`config.mk`:
```
export PLATFORM = sky130hd
export DESIGN_NAME = dfd_cla_counter_bank
export DESIGN_NICKNAME = d
export VERILOG_FILES = /design/src/rtl/dfd_cla_pkg.sv /design/src/rtl/dfd_cla_counter_slice.sv /design/src/rtl/tt_dfd_generic_dff.sv /design/src/rtl/dfd_cla_counter_bank.sv
export SDC_FILE = /design/constraint.sdc
export NUM_CORES = 1
export LEC_CHECK = 0
export CAP_MARGIN = 20
export CORE_MARGIN = 2
export CORE_UTILIZATION = 37
export CTS_CLUSTER_SIZE = 14
export DETAILED_ROUTE_END_ITERATION = 10
export PLACE_DENSITY = 0.74
export SLEW_MARGIN = 20
export SYNTH_ARGS = -nofsm -noshare
export SYNTH_HDL_FRONTEND = slang
export SYNTH_SLANG_ARGS = --single-unit
```
`constraint.sdc`:
```
create_clock -name clock -period 3.6 [get_ports clock]
set_input_delay 0.72 -clock clock [delete_from_list [all_inputs] [get_ports clock]]
set_output_delay 0.72 -clock clock [all_outputs]
set_load 0.02 [all_outputs]
```
`src/rtl/dfd_cla_pkg.sv`:
```
// Shared CLA types: counter action strobes, counter FSM states and default sizes.
package dfd_cla_pkg;

  localparam int CLA_NUMBER_OF_COUNTERS = 4;
  localparam int CLA_COUNTER_WIDTH      = 32;

  typedef struct packed {
    logic increment_pulse;
    logic clear_ctr;
    logic auto_increment;
    logic stop_auto_increment;
  } counter_controls;

  typedef enum logic {
    CTR_IDLE = 1'b0,
    CTR_RUN  = 1'b1
  } cla_ctr_state_e;

endpackage

```
`src/rtl/dfd_cla_counter_slice.sv`:
```
// One CLA counter: IDLE/RUN auto-increment FSM, saturating count, sticky overflow
// and a registered target match aligned with the count.
module dfd_cla_counter_slice
  import dfd_cla_pkg::*;
#(
  parameter int CNT_WIDTH = CLA_COUNTER_WIDTH
) (
  input  logic                 clock,
  input  logic                 reset_n,
  input  logic                 enable_eap,
  input  counter_controls      actions,
  input  logic                 sw_clear,
  input  logic [CNT_WIDTH-1:0] target,
  output logic [CNT_WIDTH-1:0] value,
  output logic                 match,
  output logic                 overflow,
  output cla_ctr_state_e       state
);

  localparam logic [CNT_WIDTH-1:0] ONE     = CNT_WIDTH'(1);
  localparam logic [CNT_WIDTH-1:0] ALL_ONE = '1;

  logic                 act_inc, act_clr, act_auto, act_stop, do_inc;
  cla_ctr_state_e       state_n;
  logic [CNT_WIDTH-1:0] value_n;
  logic                 overflow_n, match_n;
  logic [0:0]           state_q;

  assign act_inc  = enable_eap & actions.increment_pulse;
  assign act_clr  = enable_eap & actions.clear_ctr;
  assign act_auto = enable_eap & actions.auto_increment;
  assign act_stop = enable_eap & actions.stop_auto_increment;

  // The auto_increment strobe itself counts, so the first increment lands with running=1.
  // A pulse while in RUN merges into the same +1.
  assign do_inc = ~act_stop & (act_inc | act_auto | (enable_eap & (state == CTR_RUN)));

  always_comb begin
    state_n = state;
    if (sw_clear || !enable_eap) state_n = CTR_IDLE;
    else if (act_stop)           state_n = CTR_IDLE;
    else if (act_auto)           state_n = CTR_RUN;
    else if (act_clr)            state_n = CTR_IDLE;
  end

  always_comb begin
    value_n    = value;
    overflow_n = overflow;
    if (sw_clear) begin
      value_n    = '0;
      overflow_n = 1'b0;
    end else if (act_clr) begin
      value_n = '0;
    end else if (do_inc) begin
      if (value == ALL_ONE) overflow_n = 1'b1;
      else                  value_n    = value + ONE;
    end
    match_n = (value_n >= target);
  end

  tt_dfd_generic_dff #(.WIDTH(1)) u_state_ff (
    .clk(clock), .reset_n(reset_n), .d(state_n), .q(state_q)
  );
  assign state = cla_ctr_state_e'(state_q);

  tt_dfd_generic_dff #(.WIDTH(CNT_WIDTH)) u_value_ff (
    .clk(clock), .reset_n(reset_n), .d(value_n), .q(value)
  );

  tt_dfd_generic_dff #(.WIDTH(1)) u_overflow_ff (
    .clk(clock), .reset_n(reset_n), .d(overflow_n), .q(overflow)
  );

  tt_dfd_generic_dff #(.WIDTH(1)) u_match_ff (
    .clk(clock), .reset_n(reset_n), .d(match_n), .q(match)
  );

endmodule

```
`src/rtl/tt_dfd_generic_dff.sv`:
```
// Generic register with asynchronous active-low reset to a parameterised value.
module tt_dfd_generic_dff #(
  parameter int               WIDTH       = 1,
  parameter logic [WIDTH-1:0] RESET_VALUE = '0
) (
  input  logic             clk,
  input  logic             reset_n,
  input  logic [WIDTH-1:0] d,
  output logic [WIDTH-1:0] q
);

  always_ff @(posedge clk or negedge reset_n) begin
    if (!reset_n) q <= RESET_VALUE;
    else          q <= d;
  end

endmodule

```
`src/rtl/dfd_cla_counter_bank.sv`:
```
// Bank of NUM_CTR independent CLA counters driven by the action generator strobes.
// Optional snapshot bank enabled by DFD_CLA_CTR_SNAPSHOT_EN.
// Handshake: all inputs are single-cycle level strobes sampled every clock; no valid/ready.
module dfd_cla_counter_bank
  import dfd_cla_pkg::*;
#(
  parameter int NUM_CTR   = CLA_NUMBER_OF_COUNTERS,
  parameter int CNT_WIDTH = CLA_COUNTER_WIDTH
) (
  input  logic                 clock,
  input  logic                 reset_n,
  input  logic                 enable_eap,
  input  counter_controls      counter_actions [NUM_CTR],
  input  logic [NUM_CTR-1:0]   sw_clear,
  input  logic [CNT_WIDTH-1:0] counter_target  [NUM_CTR],
  output logic [CNT_WIDTH-1:0] counter_value   [NUM_CTR],
  output logic [NUM_CTR-1:0]   counter_match,
  output logic [NUM_CTR-1:0]   counter_overflow,
  output logic [NUM_CTR-1:0]   counter_running
`ifdef DFD_CLA_CTR_SNAPSHOT_EN
  ,
  input  logic                 snapshot_req,
  output logic [CNT_WIDTH-1:0] counter_snapshot [NUM_CTR]
`endif
);

  cla_ctr_state_e ctr_state [NUM_CTR];

  for (genvar i = 0; i < NUM_CTR; i++) begin : g_ctr
    dfd_cla_counter_slice #(.CNT_WIDTH(CNT_WIDTH)) u_slice (
      .clock      (clock),
      .reset_n    (reset_n),
      .enable_eap (enable_eap),
      .actions    (counter_actions[i]),
      .sw_clear   (sw_clear[i]),
      .target     (counter_target[i]),
      .value      (counter_value[i]),
      .match      (counter_match[i]),
      .overflow   (counter_overflow[i]),
      .state      (ctr_state[i])
    );
    assign counter_running[i] = (ctr_state[i] == CTR_RUN);

`ifdef DFD_CLA_CTR_SNAPSHOT_EN
    // Captures the registered value, so a same-cycle clear yields the pre-clear count.
    logic [CNT_WIDTH-1:0] snap_d;
    assign snap_d = snapshot_req ? counter_value[i] : counter_snapshot[i];
    tt_dfd_generic_dff #(.WIDTH(CNT_WIDTH)) u_snap_ff (
      .clk(clock), .reset_n(reset_n), .d(snap_d), .q(counter_snapshot[i])
    );
`endif
  end

endmodule

```
# --- Word-level counts from Yosys, hierarchy flattened ---
# Index checks and enable logic that the tools add are counted.
# W data, S select, Z words.
totals:
  regBits: 140
  latch_bits: 0
  ram_bits: 0
  rom_bits: 0
  in_bits: 151
  output_inout_bits: 140
  wordCells: 137
  n_memories: 0
op_classes:
  add_sub_neg: 4
  n_mul: 0
  n_div: 0
  order_cmp: 4
  n_eq_ne: 8
  shifts: 0
  muxes: 48
  n_bitwise: 36
  n_reduce_logical: 21
op_table:
  columns: ["op", "n"]
  rows:
  - ["$mux W32", 16]
  - ["$add A32 B1 Y32 const B", 4]
  - ["$eq A32 B32 Y1 const B", 4]
  - ["$ge A32 B32 Y1", 4]
  - ["$mux W1", 32]
  - ["$and A1 B1 Y1", 24]
  - ["$reduce_bool A2 Y1", 8]
  - ["$reduce_bool A4 Y1", 4]
  - ["$reduce_and A3 Y1", 4]
  - ["$ne A2 B2 Y1 const B", 4]
  - ["$or A1 B1 Y1", 8]
  - ["$logic_or A1 B1 Y1", 4]
  - ["$not A1 Y1", 4]
  - ["$logic_not A1 Y1", 1]

# --- Depth between registers and ports, before layout ---
depth:
  word_depth: 8
  ltp_mapped: 15
  ltp_nobuf: 14

# --- By module ---
# Synthesis repeated with hierarchy kept, for this count alone.
unflattened:
  hier_cells: 1298
  hier_area_um2: 11298.3
by_module_without_submodules:
  columns: ["module", "instances", "cells_per_inst", "area_each_um2", "seq_area_each_um2"]
  rows:
  - ["dfd_cla_counter_slice at g_ctr[0].u_slice ...", 2, 297, 1980.6, 0.0]
  - ["tt_dfd_generic_dff at g_ctr[0].u_slice.u_value_ff ...", 4, 32, 800.8, 800.8]
  - ["dfd_cla_counter_slice at g_ctr[2].u_slice", 1, 282, 1955.6, 0.0]
  - ["dfd_cla_counter_slice at g_ctr[1].u_slice", 1, 282, 1878.1, 0.0]
  - ["tt_dfd_generic_dff at g_ctr[0].u_slice.u_match_ff ...", 12, 1, 25.0, 25.0]

# --- Worst setup path after synthesis ---
# OpenSTA, ideal clock, no wires.
synth_path:
  path_type: "input -> register"
  start: "in enable_eap"
  end: "reg g_ctr[2].u_slice.u_match_ff.q"
  arrival_ns: 3.270
  required_time_ns: 3.476
  setup_slack_ns: 0.206
  cell_stages: 13
  path_buffers: 1
  cell_sequence: "buf_6 nand2b_1 or2_1 a31oi_1 xnor2_1 nand2b_1 ha_1 nand2b_1 a211oi_1 o21bai_1 a2111oi_0 o41ai_1 a211o_1"
synth_between:
  elab_chain_len: 8
  word_cells_on_any_way: 13
  classes_between: "order compare (1); mux (3); bitwise (9)"
synth_lines:
  columns: ["item", "line", "text"]
  rows:
  - ["start, declared", "dfd_cla_counter_bank.sv:12", "input logic enable_eap,"]
  - ["$and A1 B1 Y1 (on tied branches)", "dfd_cla_counter_slice.sv:29, dfd_cla_counter_slice.sv:31", null]
  - ["$or A1 B1 Y1 (2 in a row)", "dfd_cla_counter_slice.sv:36", "assign do_inc = ~act_stop & (act_inc | act_auto | (enable_eap & (state == CTR_RUN)));"]
  - ["$and A1 B1 Y1", "dfd_cla_counter_slice.sv:36", null]
  - ["$mux W32", "dfd_cla_counter_slice.sv:54", "end else if (do_inc) begin"]
  - ["$mux W32 *", "dfd_cla_counter_slice.sv:52", "end else if (act_clr) begin"]
  - ["$mux W32 *", "dfd_cla_counter_slice.sv:49", "if (sw_clear) begin"]
  - ["$ge A32 B32 Y1 *", "dfd_cla_counter_slice.sv:58", "match_n = (value_n >= target);"]
  - ["named net g_ctr[2].u_slice.match_n", "dfd_cla_counter_slice.sv:26", "logic overflow_n, match_n;"]
  - ["end signal, assigned", "tt_dfd_generic_dff.sv:13", "if (!reset_n) q <= RESET_VALUE;"]
  - ["end signal, assigned", "tt_dfd_generic_dff.sv:14", "else q <= d;"]
  - ["end, declared", "tt_dfd_generic_dff.sv:9", "output logic [WIDTH-1:0] q"]
# The timed path passes the listed nets; every way through them passes the cells marked *.
# A chain may end at the register's enable or synchronous reset.

# --- Worst setup path after layout ---
layout_path:
  start: "in counter_actions[8] in the netlist's numbering"
  end: "reg g_ctr[1].u_slice.u_match_ff.q"
layout_between:
  elab_chain_len: 7
layout_lines:
  columns: ["item", "line", "text"]
  rows:
  - ["start, declared", "dfd_cla_counter_bank.sv:13", "input counter_controls counter_actions [NUM_CTR],"]
  - ["$and A1 B1 Y1", "dfd_cla_counter_slice.sv:32", "assign act_stop = enable_eap & actions.stop_auto_increment;"]
  - ["$not A1 Y1", "dfd_cla_counter_slice.sv:36", null]
  - ["$and A1 B1 Y1", "dfd_cla_counter_slice.sv:36", null]
  - ["$mux W32", "dfd_cla_counter_slice.sv:54", null]
  - ["$mux W32", "dfd_cla_counter_slice.sv:52", null]
  - ["$mux W32", "dfd_cla_counter_slice.sv:49", null]
  - ["named net g_ctr[1].u_slice.u_value_ff.d[7]", "tt_dfd_generic_dff.sv:8", "input logic [WIDTH-1:0] d,"]
  - ["$ge A32 B32 Y1", "dfd_cla_counter_slice.sv:58", null]
  - ["named net g_ctr[1].u_slice.match_n", "dfd_cla_counter_slice.sv:26", null]
  - ["end signal, assigned", "tt_dfd_generic_dff.sv:13", null]
  - ["end signal, assigned", "tt_dfd_generic_dff.sv:14", null]
  - ["end, declared", "tt_dfd_generic_dff.sv:9", null]
# The timed path passes the listed nets, and every way through them passes these cells.

==> run metrics <==
flops & latches, synth=140; Rel. slew slack=63.49%; busiest grt layer=met2; Gate power share=between 10 and 15%; Async S/R FF share, synth=100.0%; max cap viols=0; time the worst path needs with I/O delays and setup=about 3.5 ns; DR vias/cell=between 5 and 6; Post-Syn Nets=roughly 1500; CP startpoint=counter_actions[8]; reg2reg setup slack=~0.12 ns; met3 usage=3.708%; Max Slew Vio Count=0; Tcrit/Tclk final=between 90% and 100%; Die Wd=between 150 and 200 um; fraction of layout cells with a size suffix above 1=roughly 17%; Placed Cells=between 2000 and 2500; clock sink total=140; most frequent cell after synthesis=inv_1; startpoint type of the worst setup path=primary input; met1 usage=around 29%; die area=between 20000 and 30000 um^2; GR Overflow Total=0; Post-synth EDFFs=0; initial antenna violation count=1; Tot Pwr=about 3.9 mW; Worst Reg-to-Reg Cells=14; post-route worst setup slack=0.05387 ns; Seq/Total Area, Yosys=33.39%; HP Class=in -> async; Sw Ratio=25.01%; CTS tree=built; predominant post-synthesis flop cell=dfrtp_1; pre-CTS WS=-0.7985 ns; Finished Layout Cells=approximately 2100; largest net degree at the start of global routing=69; FP Rows=61; # DRC=0; Flop pwr share=40.3%; pwr dens=about 240 nW/um^2; cts hold-fix bufs=0; post-DR wirelength/cell=roughly 16 um; P&R area growth vs syn=53.76%; f_max=about 0.28 GHz; capturing point of the worst reg2reg path=g_ctr[3].u_slice.u_match_ff.q; R2R Path Start=g_ctr[3].u_slice.u_value_ff.q[6]; CTS buffer count=17; final wirelength=34.14 mm; Boundary Pins=~290; antenna-violating nets left=0; placer congestion estimate=0.8949; CP Data Required Time=3.89 ns; CP endpoint kind=flip-flop; Max Root-Sink Buffers=2; Commonest cells post-synth=inv_1, dfrtp_1, ha_1; top cell type's share of synthesized area=between 30% and 40%; Final Hold Vio Count=0; status=finished, final reports clean; Clock Pin Slew Worst Setup and Hold Paths=~0.06 ns; htree depth=4; first-pass GRT wire length=53.41 mm; number of synthesis warnings=0; via count=around 11000; 1st-iter DRT viols=about 530; clock power share=47.0%; buffers added on ports=290; clk root buf=clkbuf_16; Pleak=7.297 nW; setup_tns=0 ns; crit-path max FO=3; post-synthesis cell type count=66; Skew-Pair Late Insertion Delay=slightly above 0.4 ns; Cells after Synth=~1200; post-DP HPWL=between 20 and 30 mm; ranking of synthesized cells by area=dfrtp_1, ha_1, inv_1; Internal Power=between 2 and 3 mW; post-synthesis cell area=10490 um^2; setup violators final=0; Max VDD drop=~0.00025 V; Starting Density=~38%; critical path type=in -> reg; vias in the first global route=between 10000 and 15000; slew at the pin with the worst max-slew slack=around 0.54 ns; # diodes=0; global-route usage over all layers=between 20% and 30%; number of nets in the layout=1970; Core Box Area=~28000 um^2; worst path arrival time=roughly 3.8 ns; Fin Clk Skew=approximately 0.012 ns; area leader, netlist=dfrtp_1; first-pass iteration count of the detailed router=5; Hold Slack=just under 0.2 ns; mean cell area of the mapped netlist=around 8.5 um^2; Net Sw Power=a little under 1 mW; met2 Use GR=about two fifths; Die H=172.4 um
[worst max-delay path, cell delays in order]
cell             delay (ns)
clkdlybuf4s50_1        0.39
nand2b_4               0.15
buf_4                  0.13
or3b_1                 0.41
a311oi_4               0.36
buf_4                  0.19
xnor2_1                0.11
nor2_1                 0.07
ha_1                   0.31
nand2_1                0.11
nor2_1                 0.06
a211oi_2               0.24
a21oi_1                0.12
a2111oi_2              0.36
o31ai_1                0.10
[how the worst max path moves through the flow]
stage | end | slack, ns | cells after the start
finish | g_ctr[1].u_slice.u_match_ff.q | 0.05 | 15
global route | g_ctr[1].u_slice.u_match_ff.q | -0.03 | 15
CTS | g_ctr[3].u_slice.u_match_ff.q | -0.06 | 14
detailed placement | g_ctr[3].u_slice.u_match_ff.q | -0.80 | 16
global placement | g_ctr[3].u_slice.u_match_ff.q | -0.78 | 16
floorplan | g_ctr[2].u_slice.u_match_ff.q | 0.21 | 13
[repair_timing]
action                     CTS  global route
setup endpoints to repair    4             4
resized for setup           30            68
cloned                       0             3
pin swaps                    6            33
buffers inserted             1            13
[sequential cells by signal, summed over array words and instances (netlist names)]
name                           flops
g_ctr.u_slice.u_overflow_ff.q      4
g_ctr.u_slice.u_match_ff.q         4
g_ctr.u_slice.u_value_ff.q       128
g_ctr.u_slice.u_state_ff.q         4
[layout by cell type (no fill, tap or decap), types with 5 or more instances in the layout]
cell,synthesis,routed
nor4_2,1,8
a21oi_1,77,65
nand4_1,53,53
a211oi_1,14,9
nor2b_1,5,5
or3_1,29,27
nor3_1,45,36
a21o_1,9,9
ha_1,132,128
a21oi_2,0,10
nor3_2,1,7
o21ai_1,0,7
xor2_1,34,34
or4_1,7,6
nor4_1,19,12
clkdlybuf4s50_1,0,284
a2111oi_2,0,5
buf_4,12,175
inv_1,145,145
nand2b_1,12,12
and4_1,15,15
nand3_1,63,62
nor2_1,131,128
dfrtp_1,140,140
clkbuf_16,0,18
nand2_1,74,74
xnor2_1,55,55
and3_1,16,16
o21ai_0,50,40
a211oi_2,0,5
[metrics by stage]
stage	util [%]	cell area, um^2
finish	57.91	16130
global route	57.91	16130
CTS	56.28	15680
detailed placement	53.64	14940
global placement	53.64	14940
floorplan	-	10490
[cell type report]
| class | count | area, um^2 |
|---|---|---|
| fillers | 2402 | 11730 |
| inverters | 146 | 548.0 |
| multi-input cells | 911 | 6678 |
| clock buffers | 19 | 432.9 |
| repair buffers | 471 | 4335 |
| well taps | 378 | 473.0 |
| flip-flops and latches | 140 | 3503 |
| clock inverters | 12 | 162.7 |
[cells by family (layout without fill, tap and decap cells)]
logic type	Yosys count	in the layout	synth area share, %
adders and majority gates	132	132	15.74
AOI/OAI and AO/OA	190	191	11.42
and+or+nand+nor	498	498	24.83
buffers and inverters	181	648	7.095
muxes	1	1	0.09540
xor gates and xnor gates	89	89	7.429
DFF	140	140	33.39
[power groups by stage]
stage | sequential (mW) | clock, mW | combinational (mW)
3_3_place_gp | 1.61 | 0 | 0.465
2_1_floorplan | 1.62 | 0 | 0.161
3_5_place_dp | 1.61 | 0 | 0.475
5_1_grt | 1.58 | 1.95 | 0.551
6_report | 1.58 | 1.85 | 0.501
4_1_cts | 1.58 | 1.88 | 0.485
[routing by layer]
metal	routed length [um]	vias up	part of all wire, %
met5	13	-	0.038
met4	792	2	2.3
li1	-	5266	-
met1	14870	5188	44
met2	16590	345	49
met3	1869	64	5.5
No activity file was read; power rests on OpenSTA's default activity.
